File: src/rtl/instr_enc.sv
// Purpose: packs RV32 fields and a decode-style immediate into an instruction word, with range checks.
// Latency: one cycle from request accept to registered output word; a two-word LI adds one more word.
// Backpressure: holds its word until out_ready; in_ready follows out_ready combinationally while FULL.
// Optional feature: define INSTR_ENC_LI_EN to expand the LI pseudo-instruction into LUI+ADDI.
module instr_enc (
    input  logic        clk,
    input  logic        rst_n,
    input  logic        in_valid,
    output logic        in_ready,
    input  logic [2:0]  in_fmt,
    input  logic [6:0]  in_opcode,
    input  logic [4:0]  in_rd,
    input  logic [4:0]  in_rs1,
    input  logic [4:0]  in_rs2,
    input  logic [2:0]  in_funct3,
    input  logic [6:0]  in_funct7,
    input  logic [31:0] in_imm,
    output logic        out_valid,
    input  logic        out_ready,
    output logic [31:0] out_instr,
    output logic        out_err,
    output logic        out_last
);

    localparam logic [31:0] ILLEGAL_WORD = 32'h0000_0000;
    localparam logic [2:0]  FMT_R  = 3'd0;
    localparam logic [2:0]  FMT_I  = 3'd1;
    localparam logic [2:0]  FMT_S  = 3'd2;
    localparam logic [2:0]  FMT_B  = 3'd3;
    localparam logic [2:0]  FMT_U  = 3'd4;
    localparam logic [2:0]  FMT_J  = 3'd5;
`ifdef INSTR_ENC_LI_EN
    localparam logic [2:0]  FMT_LI = 3'd6;
    localparam logic [6:0]  OP_LUI = 7'h37;
    localparam logic [6:0]  OP_IMM = 7'h13;

    typedef enum logic [1:0] {EMPTY, FULL, LI_HI} state_t;
`else
    typedef enum logic [1:0] {EMPTY, FULL} state_t;
`endif

    state_t      state_q, state_d;
    logic [31:0] instr_q, instr_d;
    logic        err_q, err_d;
    logic        last_q, last_d;
    logic        accept;

    logic [31:0] enc_word;
    logic        enc_err;
    logic        imm12_ok, b_ok, j_ok, u_ok;
`ifdef INSTR_ENC_LI_EN
    logic        enc_two;
    logic [31:0] enc_addi;
    logic [19:0] li_hi;
    logic [11:0] li_lo;
    logic [31:0] addi_q, addi_d;
`endif

    // Immediate range checks: upper bits must be a pure sign extension of the encodable field.
    assign imm12_ok = (&in_imm[31:11]) | ~(|in_imm[31:11]);
    assign b_ok     = ((&in_imm[31:12]) | ~(|in_imm[31:12])) & ~in_imm[0];
    assign j_ok     = ((&in_imm[31:20]) | ~(|in_imm[31:20])) & ~in_imm[0];
    assign u_ok     = ~(|in_imm[11:0]);

    // Field packing for the request currently on the input; errors force the illegal word.
    always_comb begin
        enc_word = ILLEGAL_WORD;
        enc_err  = 1'b0;
`ifdef INSTR_ENC_LI_EN
        enc_two  = 1'b0;
        enc_addi = ILLEGAL_WORD;
        // ADDI sign-extends lo, so the upper half is rounded up when lo's top bit is set.
        li_hi    = in_imm[31:12] + {19'd0, in_imm[11]};
        li_lo    = in_imm[11:0];
`endif
        case (in_fmt)
            FMT_R: enc_word = {in_funct7, in_rs2, in_rs1, in_funct3, in_rd, in_opcode};
            FMT_I: begin
                if (imm12_ok) enc_word = {in_imm[11:0], in_rs1, in_funct3, in_rd, in_opcode};
                else          enc_err  = 1'b1;
            end
            FMT_S: begin
                if (imm12_ok) enc_word = {in_imm[11:5], in_rs2, in_rs1, in_funct3, in_imm[4:0], in_opcode};
                else          enc_err  = 1'b1;
            end
            FMT_B: begin
                if (b_ok) enc_word = {in_imm[12], in_imm[10:5], in_rs2, in_rs1, in_funct3,
                                      in_imm[4:1], in_imm[11], in_opcode};
                else      enc_err  = 1'b1;
            end
            FMT_U: begin
                if (u_ok) enc_word = {in_imm[31:12], in_rd, in_opcode};
                else      enc_err  = 1'b1;
            end
            FMT_J: begin
                if (j_ok) enc_word = {in_imm[20], in_imm[10:1], in_imm[11], in_imm[19:12], in_rd, in_opcode};
                else      enc_err  = 1'b1;
            end
`ifdef INSTR_ENC_LI_EN
            FMT_LI: begin
                if (li_hi == 20'd0) begin
                    enc_word = {li_lo, 5'd0, 3'b000, in_rd, OP_IMM};
                end else if (li_lo == 12'd0) begin
                    enc_word = {li_hi, in_rd, OP_LUI};
                end else begin
                    enc_word = {li_hi, in_rd, OP_LUI};
                    enc_addi = {li_lo, in_rd, 3'b000, in_rd, OP_IMM};
                    enc_two  = 1'b1;
                end
            end
`endif
            default: enc_err = 1'b1;
        endcase
    end

    // Output-slot FSM: accept into EMPTY/FULL, drain LI_HI's staged ADDI before taking new work.
    always_comb begin
        state_d  = state_q;
        instr_d  = instr_q;
        err_d    = err_q;
        last_d   = last_q;
`ifdef INSTR_ENC_LI_EN
        addi_d   = addi_q;
`endif
        in_ready = (state_q == EMPTY) || ((state_q == FULL) && out_ready);
        accept   = in_valid && in_ready;
        if (accept) begin
            instr_d = enc_word;
            err_d   = enc_err;
            state_d = FULL;
            last_d  = 1'b1;
`ifdef INSTR_ENC_LI_EN
            if (enc_two) begin
                state_d = LI_HI;
                last_d  = 1'b0;
                addi_d  = enc_addi;
            end
`endif
        end else if ((state_q == FULL) && out_ready) begin
            state_d = EMPTY;
        end
`ifdef INSTR_ENC_LI_EN
        else if ((state_q == LI_HI) && out_ready) begin
            state_d = FULL;
            instr_d = addi_q;
            err_d   = 1'b0;
            last_d  = 1'b1;
        end
`endif
    end

    // State and output registers; reset also drops any staged ADDI.
    always_ff @(posedge clk) begin
        if (!rst_n) begin
            state_q <= EMPTY;
            instr_q <= ILLEGAL_WORD;
            err_q   <= 1'b0;
            last_q  <= 1'b0;
`ifdef INSTR_ENC_LI_EN
            addi_q  <= ILLEGAL_WORD;
`endif
        end else begin
            state_q <= state_d;
            instr_q <= instr_d;
            err_q   <= err_d;
            last_q  <= last_d;
`ifdef INSTR_ENC_LI_EN
            addi_q  <= addi_d;
`endif
        end
    end

    assign out_valid = (state_q != EMPTY);
    assign out_instr = instr_q;
    assign out_err   = err_q;
    assign out_last  = last_q;

endmodule
File: config.mk
export PLATFORM = sky130hd
export DESIGN_NAME = instr_enc
export DESIGN_NICKNAME = d
export VERILOG_FILES = /design/src/rtl/instr_enc.sv
export SDC_FILE = /design/constraint.sdc
export NUM_CORES = 1
export LEC_CHECK = 0
export CORE_AREA = 3 3 81 83
export DETAILED_ROUTE_END_ITERATION = 10
export DIE_AREA = 0 0 84 86
export GPL_TIMING_DRIVEN = 0
export HOLD_SLACK_MARGIN = 0.03
export PLACE_DENSITY = 0.8
export SETUP_SLACK_MARGIN = 0.4
export SLEW_MARGIN = 20
export SYNTH_ARGS = -nofsm -noshare
export SYNTH_HDL_FRONTEND = slang
export SYNTH_SLANG_ARGS = --single-unit
File: constraint.sdc
create_clock -name clk -period 1.5 [get_ports clk]
set_input_delay 0.15 -clock clk [delete_from_list [all_inputs] [get_ports clk]]
set_output_delay 0.15 -clock clk [all_outputs]
set_load 0.005 [all_outputs]
==> summary.md <==
| Metric | Value |
|---|---|
| Outcome | complete, but fails checks |
| Violated checks | negative setup slack |
| Slew at the pin with the worst max-slew slack | about 420 ps |
| Seq pwr share | 43.8% |
| Max-slew violation count | 0 |
| Ys flop type | dfxtp_1 |
| Worst Hold Class | in -> reg |
| Post-synth cell types | 46 |
| Area delta synth->final | 75.8% |
| Mapped Area | 2100 um^2 |
| Clock buffer depth | 2 |
| Synthesis-stage register bit count | 35 |
| WL final | 8610 um |
| Setup WS pre-CTS | -933 ps |
| Syn Inst Count | 257 |
| Root Buffer | clkbuf_8 |
| Static Leak | ~1.6 nW |
| FF/Latch Area | 711 um^2 |
| Vias in the first global route | 2758 |
| Antenna viol nets, final | 0 |
| Post-synthesis sequential area ratio | roughly 33% |
| Reg2reg end | out_instr[19] |
| RR Startpoint | state_q[0] |
| Core ar. | 5920 um^2 |
| Final worst slack | -64.5 ps |
| Hold-fix buffers, CTS | 0 |
| Final Hold Fails | 0 |
| Die Y | 86 um |
| H-tree levels | 2 |
| Initial Util | between 30% and 40% |
| R2R depth | 7 |
| Worst vdd ir | around 460 uV |
| Area of the multi-input gates | 1590 um^2 |
| Combinational Power Share | 23.3% |
| Crit start category | primary input |
| # diodes | 0 |
| Layout fillers | 541 |
| Fmax | 639 MHz |
| Placer Congestion | 0.949 |
| Synth async-reset ratio | 0% |
| Internal power | about 1.5 mW |
| Number of synthesized flops with an enable pin | 0 |
| Min Tclk post-route | approximately 1600 ps |
| Fin crit share | 104% |
| Warnings, synthesis | 0 |
| Layout cells sized above 1 | 32.4% |
| Crit-path max FO | 4 |
| CTS buffer count | 5 |
| Non-filler cells, final | 461 |
| Site Rows | 28 |
| Final Skew | 3.48 ps |
| Crit. End Element | flop |
| Critical path startpoint | in_imm[27] |
| Port Buffer Count | 104 |
| Clock power share | around a third |
| GRT Total Usage | 23.6% |
| DR pass1 iterations | 5 |
| Largest net degree at the start of global routing | 12 |
| Syn Area/Cell | a little over 8 um^2 |
| Initial antenna violation count | 0 |
| Net Sw Power | 0.656 mW |
| First-pass GRT wire length | 13700 um |
| Switching power share of the total | 29.9% |
| Io pins | 107 |
| Vias per cell | slightly below 6 |
| DRC Markers | 0 |
| CTS tree | built |
| Slew margin rel. | 71.9% |
| Max-cap viol count | 0 |
| CP arrival | 1800 ps |
| Dpl cells | around 440 |
| CTS clk-pin slew, worst paths | 80 ps |
| Nets | around 460 |
| Unrepaired setup endpoints after global routing | yes |
| Die area | 7220 um^2 |
| Worst-skew pair later-pin latency | 300 ps |
| 1st-iter DRT viols | 181 |
| Num Clock Sinks | 35 |
| Avg WL per Cell | 18.7 um |
| CP Class | in -> reg |
| Synth Net Count | 328 |
| Crit path capture | out_instr[9] |
| Internal reg-to-reg setup slack | -40 ps |
| Hold WS | 120 ps |
| PwrDens | 593 nW/um^2 |
| Width of the die | 84 um |
| Global route total overflow | 0 |
| Final Setup Violations | 19 |
| Worst EP required | 1740 ps |
| Post-DP HPWL | 6080 um |
| Vias | 2684 |
==> worst max-delay path, stage by stage <==
cell	delay, ps
buf_8	100
nor4_4	390
nand3_2	130
or3_4	400
a211oi_4	340
a22oi_1	110
o22ai_1	170
==> routing by layer <==
| layer | global-route usage, % | vias to the layer above | part of all wire (%) |
|---|---|---|---|
| li1 | - | 1252 | - |
| met3 | 6.15 | 15 | 9.5 |
| met2 | 40.3 | 171 | 47 |
| met4 | 6.73 | 0 | 1.5 |
| met1 | 29.4 | 1246 | 42 |
| met5 | 0 | - | 0 |
==> logic make-up (layout without fill, tap and decap cells) <==
logic type                count (synthesis)  count (layout)  share of synthesized area (%)
AOI/OAI and AO/OA                       100             100                           33.3
xor gates and xnor gates                  1               1                          0.416
buffers and inverters                    20             149                           4.58
DFF                                      35              35                           33.3
and+or+nand+nor                         101             101                           28.4
==> flip-flops by register name, summed over array words and instances, names as in the netlist <==
| register | flops |
|---|---|
| state_q | 1 |
| out_instr | 32 |
| out_last | 1 |
| out_err | 1 |
==> final cells by class <==
cell class	count	share of cell area, %
clock buffer	6	1.96
multi-input combinational	202	42.9
sequential	35	19.2
buffer	16	3.96
timing repair buffer	121	28.7
tap	75	2.54
inverter	4	0.406
clock inverter	2	0.338
==> Yosys cell counts (2+ instances only) <==
cell       n  share of area (%)
dfxtp_1   35                 33
nand2_1   25                4.5
o21ai_0   20                4.8
a21oi_1   15                3.6
and2_1    15                4.5
nor2_1    13                2.3
a31oi_1   11                3.3
and3_1    10                3.0
a22o_1     9                3.7
clkbuf_1   9                1.6
a221o_1    8                3.8
nand4_1    7                2.1
o211ai_1   7                2.5
nand2b_1   6                1.8
a22oi_1    5                1.8
buf_2      5                1.2
nand3_1    5                1.2
o22ai_1    5                1.5
a221oi_1   4                1.7
inv_1      4               0.71
nor3_1     4               0.95
nor4_1     4                1.2
a211oi_1   3                1.1
nor4_4     3                3.0
a21oi_2    2               0.83
buf_6      2                1.1
nor2b_1    2               0.59
==> layout by cell type, fill, tap and decap left out, drive strengths merged, types with 6 or more instances in the layout <==
| cell | count |
|---|---|
| a21oi | 17 |
| a221o | 8 |
| a22o | 9 |
| a31oi | 11 |
| and2 | 15 |
| and3 | 10 |
| buf | 48 |
| clkbuf | 15 |
| clkdlybuf4s50 | 33 |
| dfxtp | 35 |
| dlygate4sd2 | 42 |
| nand2 | 25 |
| nand2b | 6 |
| nand4 | 7 |
| nor2 | 13 |
| nor4 | 8 |
| o211ai | 7 |
| o21ai | 21 |
==> through the flow <==
| stage | TNS, ps | utilization, % | power [mW] | area (um^2) |
|---|---|---|---|---|
| floorplan | -82.6 | - | 1.14 | 2210 |
| global placement | -26040 | 56.4 | 1.45 | 3340 |
| detailed placement | -26970 | 56.4 | 1.45 | 3340 |
| CTS | -1460 | 61.7 | 2.16 | 3650 |
| global route | -3220 | 62.4 | 2.25 | 3700 |
| finish | -639 | 62.4 | 2.19 | 3700 |
==> repair_timing <==
| item | in CTS | in global routing |
|---|---|---|
| gates resized for setup | 228 | 9 |
| setup buffers | 13 | 3 |
| pin swaps | 36 | 11 |
| endpoints found under the setup margin | 70 | 36 |
| gates cloned | 1 | 0 |
==> worst min path at each step <==
stage	from	end	slack, ps	depth (start not counted)
2_1_floorplan	in_valid	state_q[0]	270	2
3_3_place_gp	out_last	out_last	450	1
3_5_place_dp	out_last	out_last	450	1
4_1_cts	in_imm[27]	out_instr[27]	120	3
5_1_grt	in_imm[15]	out_instr[15]	130	2
6_report	in_imm[15]	out_instr[15]	120	2
==> power by group through the flow <==
stage                     clock network, mW  logic, mW  registers, mW
final                                 0.720      0.511          0.959
after detailed placement                  0      0.474          0.981
after global placement                    0      0.472          0.981
after global routing                  0.743      0.543          0.962
after CTS                             0.711      0.494          0.960
after floorplan                           0      0.156          0.983
Note: power is estimated with default switching activity, not from simulation.
